[config.mk]
export PLATFORM = sky130hd
export DESIGN_NAME = axi_lite_regfile
export DESIGN_NICKNAME = d
export VERILOG_FILES = /design/src/rtl/axi_regfile_pkg.sv /design/src/rtl/axi_lite_wr_capture.sv /design/src/rtl/axi_lite_regfile.sv
export SDC_FILE = /design/constraint.sdc
export NUM_CORES = 1
export LEC_CHECK = 0
export ABC_AREA = 1
export CORE_MARGIN = 4
export CORE_UTILIZATION = 33
export CTS_BUF_LIST = sky130_fd_sc_hd__clkbuf_4
export CTS_CLUSTER_SIZE = 10
export DETAILED_ROUTE_END_ITERATION = 8
export MAX_ROUTING_LAYER = met4
export SETUP_SLACK_MARGIN = 0.1
export SYNTH_ARGS = -nofsm -noshare
export SYNTH_HDL_FRONTEND = slang
export SYNTH_SLANG_ARGS = --single-unit
[constraint.sdc]
create_clock -name s_axi_aclk -period 2.1 [get_ports s_axi_aclk]
set_input_delay 0.42 -clock s_axi_aclk [delete_from_list [all_inputs] [get_ports s_axi_aclk]]
set_output_delay 0.42 -clock s_axi_aclk [all_outputs]
set_load 0.02 [all_outputs]
[src/rtl/axi_regfile_pkg.sv]
// Shared constants and types for the AXI4-Lite control/status register file.
package axi_regfile_pkg;

  localparam logic [1:0]  RESP_OKAY      = 2'b00;
  localparam logic [1:0]  RESP_SLVERR    = 2'b10;
  localparam logic [31:0] UNMAPPED_RDATA = 32'hDEADBEEF;

  typedef enum logic [1:0] {
    WR_IDLE,
    WR_HOLD,
    WR_RESP
  } wr_state_t;

  // Expand a 4-bit byte strobe into a 32-bit bit mask.
  function automatic logic [31:0] strb_mask(input logic [3:0] strb);
    return {{8{strb[3]}}, {8{strb[2]}}, {8{strb[1]}}, {8{strb[0]}}};
  endfunction

endpackage

[src/rtl/axi_lite_wr_capture.sv]
// AXI4-Lite write-channel front end: independent AW/W hold registers and the
// IDLE/HOLD/RESP handshake FSM. Emits a one-cycle commit with the merged request.
module axi_lite_wr_capture
  import axi_regfile_pkg::*;
#(
  parameter int ADDR_W = 12
) (
  input  logic              clk,
  input  logic              reset,
  input  logic [ADDR_W-1:0] awaddr,
  input  logic              awvalid,
  output logic              awready,
  input  logic [31:0]       wdata,
  input  logic [3:0]        wstrb,
  input  logic              wvalid,
  output logic              wready,
  output logic              bvalid,
  input  logic              bready,
  output logic              commit,
  output logic [ADDR_W-1:0] commit_addr,
  output logic [31:0]       commit_data,
  output logic [3:0]        commit_strb
);

  wr_state_t         state, state_next;
  logic              ready_en;
  logic              aw_held, w_held;
  logic              aw_fire, w_fire;
  logic [ADDR_W-1:0] addr_q;
  logic [31:0]       data_q;
  logic [3:0]        strb_q;

  // A channel already parked in a hold register keeps its ready low until the
  // partner arrives; ready_en keeps everything quiet for the first cycle after reset.
  always_comb begin
    state_next = state;
    awready    = 1'b0;
    wready     = 1'b0;
    bvalid     = 1'b0;
    case (state)
      WR_IDLE: begin
        awready = ready_en;
        wready  = ready_en;
      end
      WR_HOLD: begin
        awready = !aw_held;
        wready  = !w_held;
      end
      WR_RESP: bvalid = 1'b1;
      default: ;
    endcase
    aw_fire = awvalid && awready;
    w_fire  = wvalid && wready;
    commit  = (state != WR_RESP) && (aw_fire || aw_held) && (w_fire || w_held);
    case (state)
      WR_IDLE, WR_HOLD: begin
        if (commit)                 state_next = WR_RESP;
        else if (aw_fire || w_fire) state_next = WR_HOLD;
      end
      WR_RESP: if (bready) state_next = WR_IDLE;
      default: state_next = WR_IDLE;
    endcase
  end

  assign commit_addr = aw_held ? addr_q : awaddr;
  assign commit_data = w_held ? data_q : wdata;
  assign commit_strb = w_held ? strb_q : wstrb;

  always_ff @(posedge clk) begin
    if (reset) begin
      state    <= WR_IDLE;
      ready_en <= 1'b0;
      aw_held  <= 1'b0;
      w_held   <= 1'b0;
      addr_q   <= '0;
      data_q   <= '0;
      strb_q   <= '0;
    end else begin
      ready_en <= 1'b1;
      state    <= state_next;
      if (commit) begin
        aw_held <= 1'b0;
        w_held  <= 1'b0;
      end else begin
        if (aw_fire) begin
          aw_held <= 1'b1;
          addr_q  <= awaddr;
        end
        if (w_fire) begin
          w_held <= 1'b1;
          data_q <= wdata;
          strb_q <= wstrb;
        end
      end
    end
  end

endmodule

[src/rtl/axi_lite_regfile.sv]
// AXI4-Lite control/status register file: RW control regs with pulse bits,
// status regs with sticky W1C bits, a read-only version word, and access strobes.
module axi_lite_regfile
  import axi_regfile_pkg::*;
#(
  parameter int                      N_CTRL      = 4,
  parameter int                      N_STATUS    = 4,
  parameter int                      ADDR_W      = 12,
  parameter logic [32*N_CTRL-1:0]    CTRL_RESET  = '0,
  parameter logic [32*N_CTRL-1:0]    PULSE_MASK  = '0,
  parameter logic [32*N_STATUS-1:0]  STICKY_MASK = '0,
  parameter logic [31:0]             VERSION     = 32'h0002_0000
) (
  input  logic                    s_axi_aclk,
  input  logic                    s_axi_areset,
  input  logic [ADDR_W-1:0]       s_axi_awaddr,
  input  logic                    s_axi_awvalid,
  output logic                    s_axi_awready,
  input  logic [31:0]             s_axi_wdata,
  input  logic [3:0]              s_axi_wstrb,
  input  logic                    s_axi_wvalid,
  output logic                    s_axi_wready,
  output logic [1:0]              s_axi_bresp,
  output logic                    s_axi_bvalid,
  input  logic                    s_axi_bready,
  input  logic [ADDR_W-1:0]       s_axi_araddr,
  input  logic                    s_axi_arvalid,
  output logic                    s_axi_arready,
  output logic [31:0]             s_axi_rdata,
  output logic [1:0]              s_axi_rresp,
  output logic                    s_axi_rvalid,
  input  logic                    s_axi_rready,
  output logic [32*N_CTRL-1:0]    ctrl_regs,
  output logic [N_CTRL-1:0]       ctrl_wr_pulse,
  input  logic [32*N_STATUS-1:0]  status_regs,
  output logic [N_STATUS-1:0]     status_rd_pulse
);

  localparam int IDX_W   = ADDR_W - 2;
  localparam int VER_IDX = N_CTRL + N_STATUS;

  logic              commit;
  logic [ADDR_W-1:0] commit_addr;
  logic [31:0]       commit_data;
  logic [3:0]        commit_strb;
  logic [31:0]       wr_mask;
  logic [IDX_W-1:0]  wr_idx, rd_idx;
  logic              unused_addr_bits;

  logic [32*N_CTRL-1:0]   ctrl_q, ctrl_next;
  logic [N_CTRL-1:0]      wr_pulse_next;
  logic [32*N_STATUS-1:0] sticky_q, sticky_next, sticky_clr, status_view;

  logic              ar_en, ar_fire;
  logic [31:0]       rd_data;
  logic [1:0]        rd_resp;
  logic [N_STATUS-1:0] rd_pulse_next;

  axi_lite_wr_capture #(.ADDR_W(ADDR_W)) u_wr_capture (
    .clk         (s_axi_aclk),
    .reset       (s_axi_areset),
    .awaddr      (s_axi_awaddr),
    .awvalid     (s_axi_awvalid),
    .awready     (s_axi_awready),
    .wdata       (s_axi_wdata),
    .wstrb       (s_axi_wstrb),
    .wvalid      (s_axi_wvalid),
    .wready      (s_axi_wready),
    .bvalid      (s_axi_bvalid),
    .bready      (s_axi_bready),
    .commit      (commit),
    .commit_addr (commit_addr),
    .commit_data (commit_data),
    .commit_strb (commit_strb)
  );

  assign wr_idx           = commit_addr[ADDR_W-1:2];
  assign rd_idx           = s_axi_araddr[ADDR_W-1:2];
  assign wr_mask          = strb_mask(commit_strb);
  assign unused_addr_bits = ^{commit_addr[1:0], s_axi_araddr[1:0]};
  assign ctrl_regs        = ctrl_q;

  // Pulse bits decay every cycle; a write in the same cycle overrides the decay.
  always_comb begin
    ctrl_next     = ctrl_q & ~PULSE_MASK;
    wr_pulse_next = '0;
    for (int i = 0; i < N_CTRL; i++) begin
      if (commit && wr_idx == IDX_W'(i)) begin
        ctrl_next[32*i +: 32] = (ctrl_next[32*i +: 32] & ~wr_mask) | (commit_data & wr_mask);
        wr_pulse_next[i]      = 1'b1;
      end
    end
  end

  // Set dominates clear so an event coinciding with the W1C is never lost.
  always_comb begin
    sticky_clr = '0;
    for (int j = 0; j < N_STATUS; j++) begin
      if (commit && wr_idx == IDX_W'(N_CTRL + j))
        sticky_clr[32*j +: 32] = commit_data & wr_mask;
    end
    sticky_next = ((sticky_q & ~sticky_clr) | status_regs) & STICKY_MASK;
    status_view = (sticky_q & STICKY_MASK) | (status_regs & ~STICKY_MASK);
  end

  always_ff @(posedge s_axi_aclk) begin
    if (s_axi_areset) begin
      ctrl_q        <= CTRL_RESET;
      ctrl_wr_pulse <= '0;
      sticky_q      <= '0;
      s_axi_bresp   <= RESP_OKAY;
    end else begin
      ctrl_q        <= ctrl_next;
      ctrl_wr_pulse <= wr_pulse_next;
      sticky_q      <= sticky_next;
      if (commit)
        s_axi_bresp <= (wr_idx < IDX_W'(VER_IDX)) ? RESP_OKAY : RESP_SLVERR;
    end
  end

  always_comb begin
    rd_data       = UNMAPPED_RDATA;
    rd_resp       = RESP_SLVERR;
    rd_pulse_next = '0;
    for (int i = 0; i < N_CTRL; i++) begin
      if (rd_idx == IDX_W'(i)) begin
        rd_data = ctrl_q[32*i +: 32];
        rd_resp = RESP_OKAY;
      end
    end
    for (int j = 0; j < N_STATUS; j++) begin
      if (rd_idx == IDX_W'(N_CTRL + j)) begin
        rd_data          = status_view[32*j +: 32];
        rd_resp          = RESP_OKAY;
        rd_pulse_next[j] = 1'b1;
      end
    end
    if (rd_idx == IDX_W'(VER_IDX)) begin
      rd_data = VERSION;
      rd_resp = RESP_OKAY;
    end
  end

  assign s_axi_arready = ar_en && !s_axi_rvalid;
  assign ar_fire       = s_axi_arvalid && s_axi_arready;

  always_ff @(posedge s_axi_aclk) begin
    if (s_axi_areset) begin
      ar_en           <= 1'b0;
      s_axi_rvalid    <= 1'b0;
      s_axi_rdata     <= '0;
      s_axi_rresp     <= RESP_OKAY;
      status_rd_pulse <= '0;
    end else begin
      ar_en           <= 1'b1;
      status_rd_pulse <= '0;
      if (ar_fire) begin
        s_axi_rvalid    <= 1'b1;
        s_axi_rdata     <= rd_data;
        s_axi_rresp     <= rd_resp;
        status_rd_pulse <= rd_pulse_next;
      end else if (s_axi_rvalid && s_axi_rready) begin
        s_axi_rvalid <= 1'b0;
      end
    end
  end

endmodule

==> results of run 1 <==
worst register-to-register path, stage by stage, from the launching register on:
cell and delay [ns]:
dfxtp_4 0.38, buf_6 0.14, buf_6 0.11, o21ai_4 0.17
inv_4 0.07, nor4_4 0.26, buf_4 0.19, buf_12 0.14
nand3_4 0.10, clkbuf_16 0.18, nor2_1 0.11, nor2_1 0.07
synth_stat cells, drive strengths merged:
library cell,count,share of area (%)
nor3,13,0.59
a221oi,1,0.080
conb,1,0.034
nand2,337,12
o211ai,19,1.3
clkinv,2,0.068
o21ai,187,8.6
o31ai,1,0.068
a2111oi,1,0.080
a41oi,1,0.080
and2,1,0.057
nand3,70,3.5
a21oi,169,7.7
nor4,10,0.98
nand3b,2,0.14
dfxtp,222,40
nor2b,1,0.057
buf,31,1.7
nand4,78,4.4
o22ai,2,0.11
nor2,229,7.8
clkbuf,64,2.2
or2,25,1.4
inv,204,7.0
cell families after synthesis:
kind of cell	after synthesis	synth area share [%]
other cells	1	0.0341
compound gates	381	18.0
buf+inv	301	10.9
flops	222	40.4
simple gates	766	30.6
worst min-delay path by stage:
stage / from / endpoint / slack (ns) / cells past startpoint
2_1_floorplan: u_wr_capture.state[1]$_SDFFE_PP0P_ / u_wr_capture.state[0]$_SDFFE_PP0P_ / 0.43 / 1
3_3_place_gp: u_wr_capture.state[1]$_SDFFE_PP0P_ / u_wr_capture.state[0]$_SDFFE_PP0P_ / 0.44 / 1
3_5_place_dp: u_wr_capture.addr_q[10]$_SDFFE_PP0P_ / u_wr_capture.addr_q[10]$_SDFFE_PP0P_ / 0.45 / 2
4_1_cts: s_axi_areset / ar_en$_DFF_P_ / 0.15 / 3
5_1_grt: s_axi_areset / ar_en$_DFF_P_ / 0.17 / 3
6_report: s_axi_areset / ar_en$_DFF_P_ / 0.22 / 3
power by group through the flow:
stage	combinational [uW]	sequential, uW	clock [uW]
3_5_place_dp	2560	4660	0
6_report	3540	4630	4460
4_1_cts	2730	4590	4550
5_1_grt	3740	4650	4790
2_1_floorplan	1190	4680	0
3_3_place_gp	2540	4650	0
stage by stage:
stage	setup TNS [ns]	setup slack, ns
floorplan	0	0.0710
global placement	-52.85	-0.757
detailed placement	-57.12	-0.792
CTS	0	0.0146
global route	-0.0346	-0.0149
finish	0	0.0659
cell type report:
cell class                 instances  area [um2]  share of cell area (%)
multi-input combinational       1153        6360                    33.4
sequential                       222        4460                    23.4
tap                              442         553                    2.90
clock inverter                    14         118                   0.617
antenna                            1        2.50                  0.0131
inverter                         206         801                    4.20
timing repair buffer             613        6010                    31.5
clock buffer                     101         758                    3.98
routing by layer:
layer / wire length [um] / GRT usage [%]
met1: 22700 / 35.8
met2: 26100 / 44.4
met3: 5270 / 7.49
met4: 1860 / 10.4
met5: 0 / -
what timing repair did:
item / 4_1_cts / 5_1_grt
setup buffers: 3 / 30
resized for setup: 258 / 327
gates cloned: 3 / 18
setup endpoints to repair: 303 / 192
pin swaps: 3 / 70
==> out/qor.yml, run 1 <==
status: "complete, no violations"
cp-startpoint: "u_wr_capture.aw_held$_SDFFE_PP0P_"
place_hpwl_um: 40700
p_leak_uw: 0.00861
area_delta_synth_final_pct: 73.4
rsz0062_at_grt: "true"
seq_power_share_pct: 36.7
placed_area_um2: 16600
clkSinkCount: 222
combPwrFrac_pct: 28.0
synth.avg_cell_area_um2: 6.58
power.switching_uw: 4090
r2r_setup_slack_ns: 0.07
final_cell_mix: "nand2_1, dfxtp_1, nor2_1"
finalPower_uw: 12600
overflow: 0
cts-root-buf: "clkbuf_4"
drv_slew: 0
switching_share_pct: 32.4
skew_ns: 0.0620
num-nets-final: 2458
num_rows: 66
p_int_uw: 8540
synthCells: 1671
hold_path_class: "primary input to flip-flop"
p_per_area_nw_per_um2: 662
setup_viol: 0
firstDrtPassIters: 8
worstPathArrival_ns: 2.60
final_layout_size_suffix_gt1_share_pct: 26.6
cp.buffers_inverters: 6
finalCritPeriodShare_pct: 96.9
yosysSeqAreaShare_pct: 40.4
r2r_cells: 11
tightest_slew_ns: 0.665
wire_per_inst_um: 20.3
clkLatencyLatePin_ns: 0.71
critPathLaunchType: "flip-flop"
clk_pin_slew_ns: 0.06
initial_utilization_pct: 33.6
htreeDepth: 3
postRouteAntennaNets: 0
track_usage_pct: 28.5
antenna_found_initial: 1
die_y_um: 191
yosysWarnings: 0
critPathMaxStageDelay_ns: 0.38
drt_iter0_drc: 1028
ys_types: 35
cp-end-kind: "flip-flop"
path_depth: 11
vias: 14000
critPathKind: "flip-flop to flip-flop"
clk_path_buf_depth: 3
power_frac_clock_pct: 35.3
r2r-start: "u_wr_capture.aw_held$_SDFFE_PP0P_"
final_common_cell: "nand2_1"
vias_per_cell: 5.08
numCtsBuffers: 67
ys_ff_latch: 222
max-cap-violations: 0
worstPathRequired_ns: 2.66
drcViolationCount: 0
final_util_pct: 58.3
syn-cell-area_um2: 11000
placed_cells: 2583
io_pins: 372
cts_hold_buffers: 0
cts_tree: "yes"
slew_headroom_pct: 55.7
slowest_stage: "dfxtp_4"
finalHoldViolations: 0
post-route-cell-area_um2: 19100
fill_cells: 3192
cpLargestDelayFamily: "buffers and inverters"
grt_pass1_vias: 12900
finalNonFillerCells: 2752
coreArea_um2: 32700
wl_um: 55900
grt_pass1_wl_um: 77500
cp_cell_sequence: "buf_6 -> buf_6 -> o21ai_4 -> inv_4 -> nor4_4 -> buf_4 -> buf_12 -> nand3_4 -> clkbuf_16 -> nor2_1 -> nor2_1"
fp.dieW_um: 191
fin_crit_ns: 2.03
finalWeightedCongestion: 0.937
ir_drop_mv: 0.555
port_buffers: 365
timing.fmax_mhz: 492
hold-worst-slack_ns: 0.225
cp_max_fo: 6
die-area_um2: 36300
grt_max_degree: 109
(Power assumes the default switching activity.)
==> inputs of run 2 (changes only) <==
--- a/config.mk
+++ b/config.mk
@@ -9,6 +9,7 @@
 export CORE_MARGIN = 4
 export CORE_UTILIZATION = 33
 export CTS_BUF_LIST = sky130_fd_sc_hd__clkbuf_4
+export CTS_CLUSTER_DIAMETER = 30
 export CTS_CLUSTER_SIZE = 10
 export DETAILED_ROUTE_END_ITERATION = 8
 export MAX_ROUTING_LAYER = met4
==> out/qor.yml, run 2 (synthesis gave the netlist of run 1 again) <==
cts_tree: "yes"  # unchanged
cts-root-buf: "clkbuf_4"  # unchanged
drt_iter0_drc: 1148  # was 1,028
wl_met3_um: 5110  # was 5270 um
min_path_cells: 3  # unchanged
slew_headroom_pct: 57.6  # was 55.7%
cp_cell_sequence: "inv_4 -> nand2_4 -> o21ai_4 -> nand2_2 -> nand2_2 -> o21ai_2 -> nor2_4 -> buf_6 -> buf_16 -> nor2_4 -> buf_4 -> buf_12 -> o21ai_1 -> a21oi_1"  # was buf_6 -> buf_6 -> o21ai_4 -> inv_4 -> nor4_4 -> buf_4 -> buf_12 -> nand3_4 -> clkbuf_16 -> nor2_1 -> nor2_1
cp.buffers_inverters: 5  # was 6
final_cell_mix: "nand2_1, nor2_1, dfxtp_1"  # was nand2_1, dfxtp_1, nor2_1
place_hpwl_um: 40700  # unchanged
fin_crit_ns: 2.06  # was 2.03 ns
postRouteAntennaNets: 0  # unchanged
seq_power_share_pct: 35.6  # was 36.7%
p_leak_uw: 0.00845  # was 0.00861 uW
drcViolationCount: 0  # unchanged
slowest_stage: "dfxtp_4"  # unchanged
vias: 13700  # was 14,000
finalHoldViolations: 0  # unchanged
switching_share_pct: 31.3  # was 32.4%
numCtsBuffers: 59  # was 67
combPwrFrac_pct: 25.4  # was 28.0%
die_y_um: 191  # unchanged
die-area_um2: 36300  # unchanged
firstDrtPassIters: 5  # was 8
ir_drop_mv: 0.636  # was 0.555 mV
cp-startpoint: "u_wr_capture.state[1]$_SDFFE_PP0P_"  # was u_wr_capture.aw_held$_SDFFE_PP0P_
clkSinkCount: 222  # unchanged
p_per_area_nw_per_um2: 705  # was 662 nW/um2
overflow: 0  # unchanged
grt_pass1_wl_um: 78100  # was 77,500 um
wl_um: 54600  # was 55,900 um
fill_cells: 3268  # was 3,192
port_buffers: 365  # unchanged
area_delta_synth_final_pct: 67.5  # was 73.4%
track_usage_pct: 28.5  # about the same
critPathMaxStageDelay_ns: 0.38  # about the same
fp.dieW_um: 191  # unchanged
num_rows: 66  # unchanged
num-nets-final: 2443  # was 2,458
top_layer_used: "met4"  # unchanged
finalWeightedCongestion: 0.937  # unchanged
coreArea_um2: 32700  # unchanged
worstPathArrival_ns: 2.64  # was 2.60 ns
finalPower_uw: 13000  # was 12,600 uW
critPathKind: "flip-flop to flip-flop"  # unchanged
placed_area_um2: 16600  # unchanged
cpLargestDelayFamily: "buffers and inverters"  # unchanged
endpoint: "u_wr_capture.data_q[28]$_SDFFE_PP0P_"
finalCritPeriodShare_pct: 97.9  # was 96.9%
clk_path_buf_depth: 3  # unchanged
wl_met1_um: 22500  # was 22,700 um
cp_max_fo: 15  # was 6
skew_ns: 0.0406  # was 0.0620 ns
timing.fmax_mhz: 486  # was 492 MHz
setup_viol: 0  # unchanged
hold_path_class: "primary input to flip-flop"  # unchanged
path_depth: 14  # was 11
cts_hold_buffers: 0  # unchanged
cp-end-kind: "flip-flop"  # unchanged
rsz0062_at_grt: "true"  # unchanged
antenna_found_initial: 1  # unchanged
initial_utilization_pct: 33.6  # unchanged
clkLatencyLatePin_ns: 0.72  # was 0.71 ns
io_pins: 372  # unchanged
clk_pin_slew_ns: 0.10  # was 0.06 ns
r2r-start: "u_wr_capture.state[1]$_SDFFE_PP0P_"  # was u_wr_capture.aw_held$_SDFFE_PP0P_
grt_max_degree: 109  # unchanged
htreeDepth: 2  # was 3
max-cap-violations: 0  # unchanged
status: "complete, no violations"  # unchanged
rr_endpoint: "u_wr_capture.data_q[28]$_SDFFE_PP0P_"
hp-start: "s_axi_areset"  # unchanged
tightest_slew_ns: 0.632  # was 0.665 ns
wl_met2_um: 25400  # was 26,100 um
final_layout_size_suffix_gt1_share_pct: 20.7  # was 26.6%
r2r_setup_slack_ns: 0.04  # was 0.07 ns
r2r_cells: 14  # was 11
wire_per_inst_um: 19.9  # was 20.3 um
vias_per_cell: 5.01  # was 5.08
drv_slew: 0  # unchanged
critPathLaunchType: "flip-flop"  # unchanged
power.switching_uw: 4060  # was 4090 uW
power_frac_clock_pct: 39.1  # was 35.3%
post-route-cell-area_um2: 18400  # was 19,100 um2
final_common_cell: "nand2_1"  # unchanged
p_int_uw: 8930  # was 8540 uW
worstPathRequired_ns: 2.68  # was 2.66 ns
grt_pass1_vias: 12900  # about the same
[run 2: power groups by stage]
stage          Sequential, uW  Clock (uW)  Combinational (uW)
2_1_floorplan            4680           0                1190
3_3_place_gp             4650           0                2540
3_5_place_dp             4660           0                2560
4_1_cts                  4580        5160                2840
5_1_grt                  4640        5370                3510
6_report                 4620        5070                3290
[run 2: layout make-up]
cell class	instances	area, um2	share of cell area, %
inverters	206	791	4.30
flip-flops and latches	222	4460	24.2
repair buffers	608	5870	31.9
multi-input cells	1151	5730	31.1
clock buffers	63	473	2.57
diodes	1	2.50	0.0136
well taps	442	553	3.00
clock inverters	47	536	2.91
[run 2: metal layers]
layer,track usage (%),vias up
li1,-,6665
met1,36.1,6352
met2,45.7,603
met3,6.81,112
met4,8.04,0
met5,-,-
[run 2: what timing repair did]
| action | 4_1_cts | 5_1_grt |
|---|---|---|
| gates cloned | 5 | 9 |
| resized for setup | 243 | 140 |
| setup endpoints to repair | 321 | 195 |
| pin swaps | 6 | 25 |
| setup buffers | 8 | 24 |
[run 2: through the flow]
stage	setup TNS (ns)	hold slack, ns	worst slack [ns]	utilization (%)	cells
after floorplan	0	0.427	0.0710	-	1672
after CTS	-0.0119	0.0800	-0.0119	54.3	2706
final	0	0.190	0.0436	56.3	2740
after global placement	-52.85	0.440	-0.757	50.8	2583
after global routing	-1.55	0.123	-0.0795	56.3	2740
after detailed placement	-57.12	0.450	-0.792	50.8	2583
[run 2: worst min path at each step]
stage / endpoint
after floorplan: u_wr_capture.state[0]$_SDFFE_PP0P_
after global placement: u_wr_capture.state[0]$_SDFFE_PP0P_
after detailed placement: u_wr_capture.addr_q[10]$_SDFFE_PP0P_
after CTS: ar_en$_DFF_P_
after global routing: ar_en$_DFF_P_
final: ar_en$_DFF_P_
[run 2: worst min-delay path: cells and delay by family]
| kind | cells | cell delay, ns |
|---|---|---|
| buffers and inverters | 3 | 0.34 |
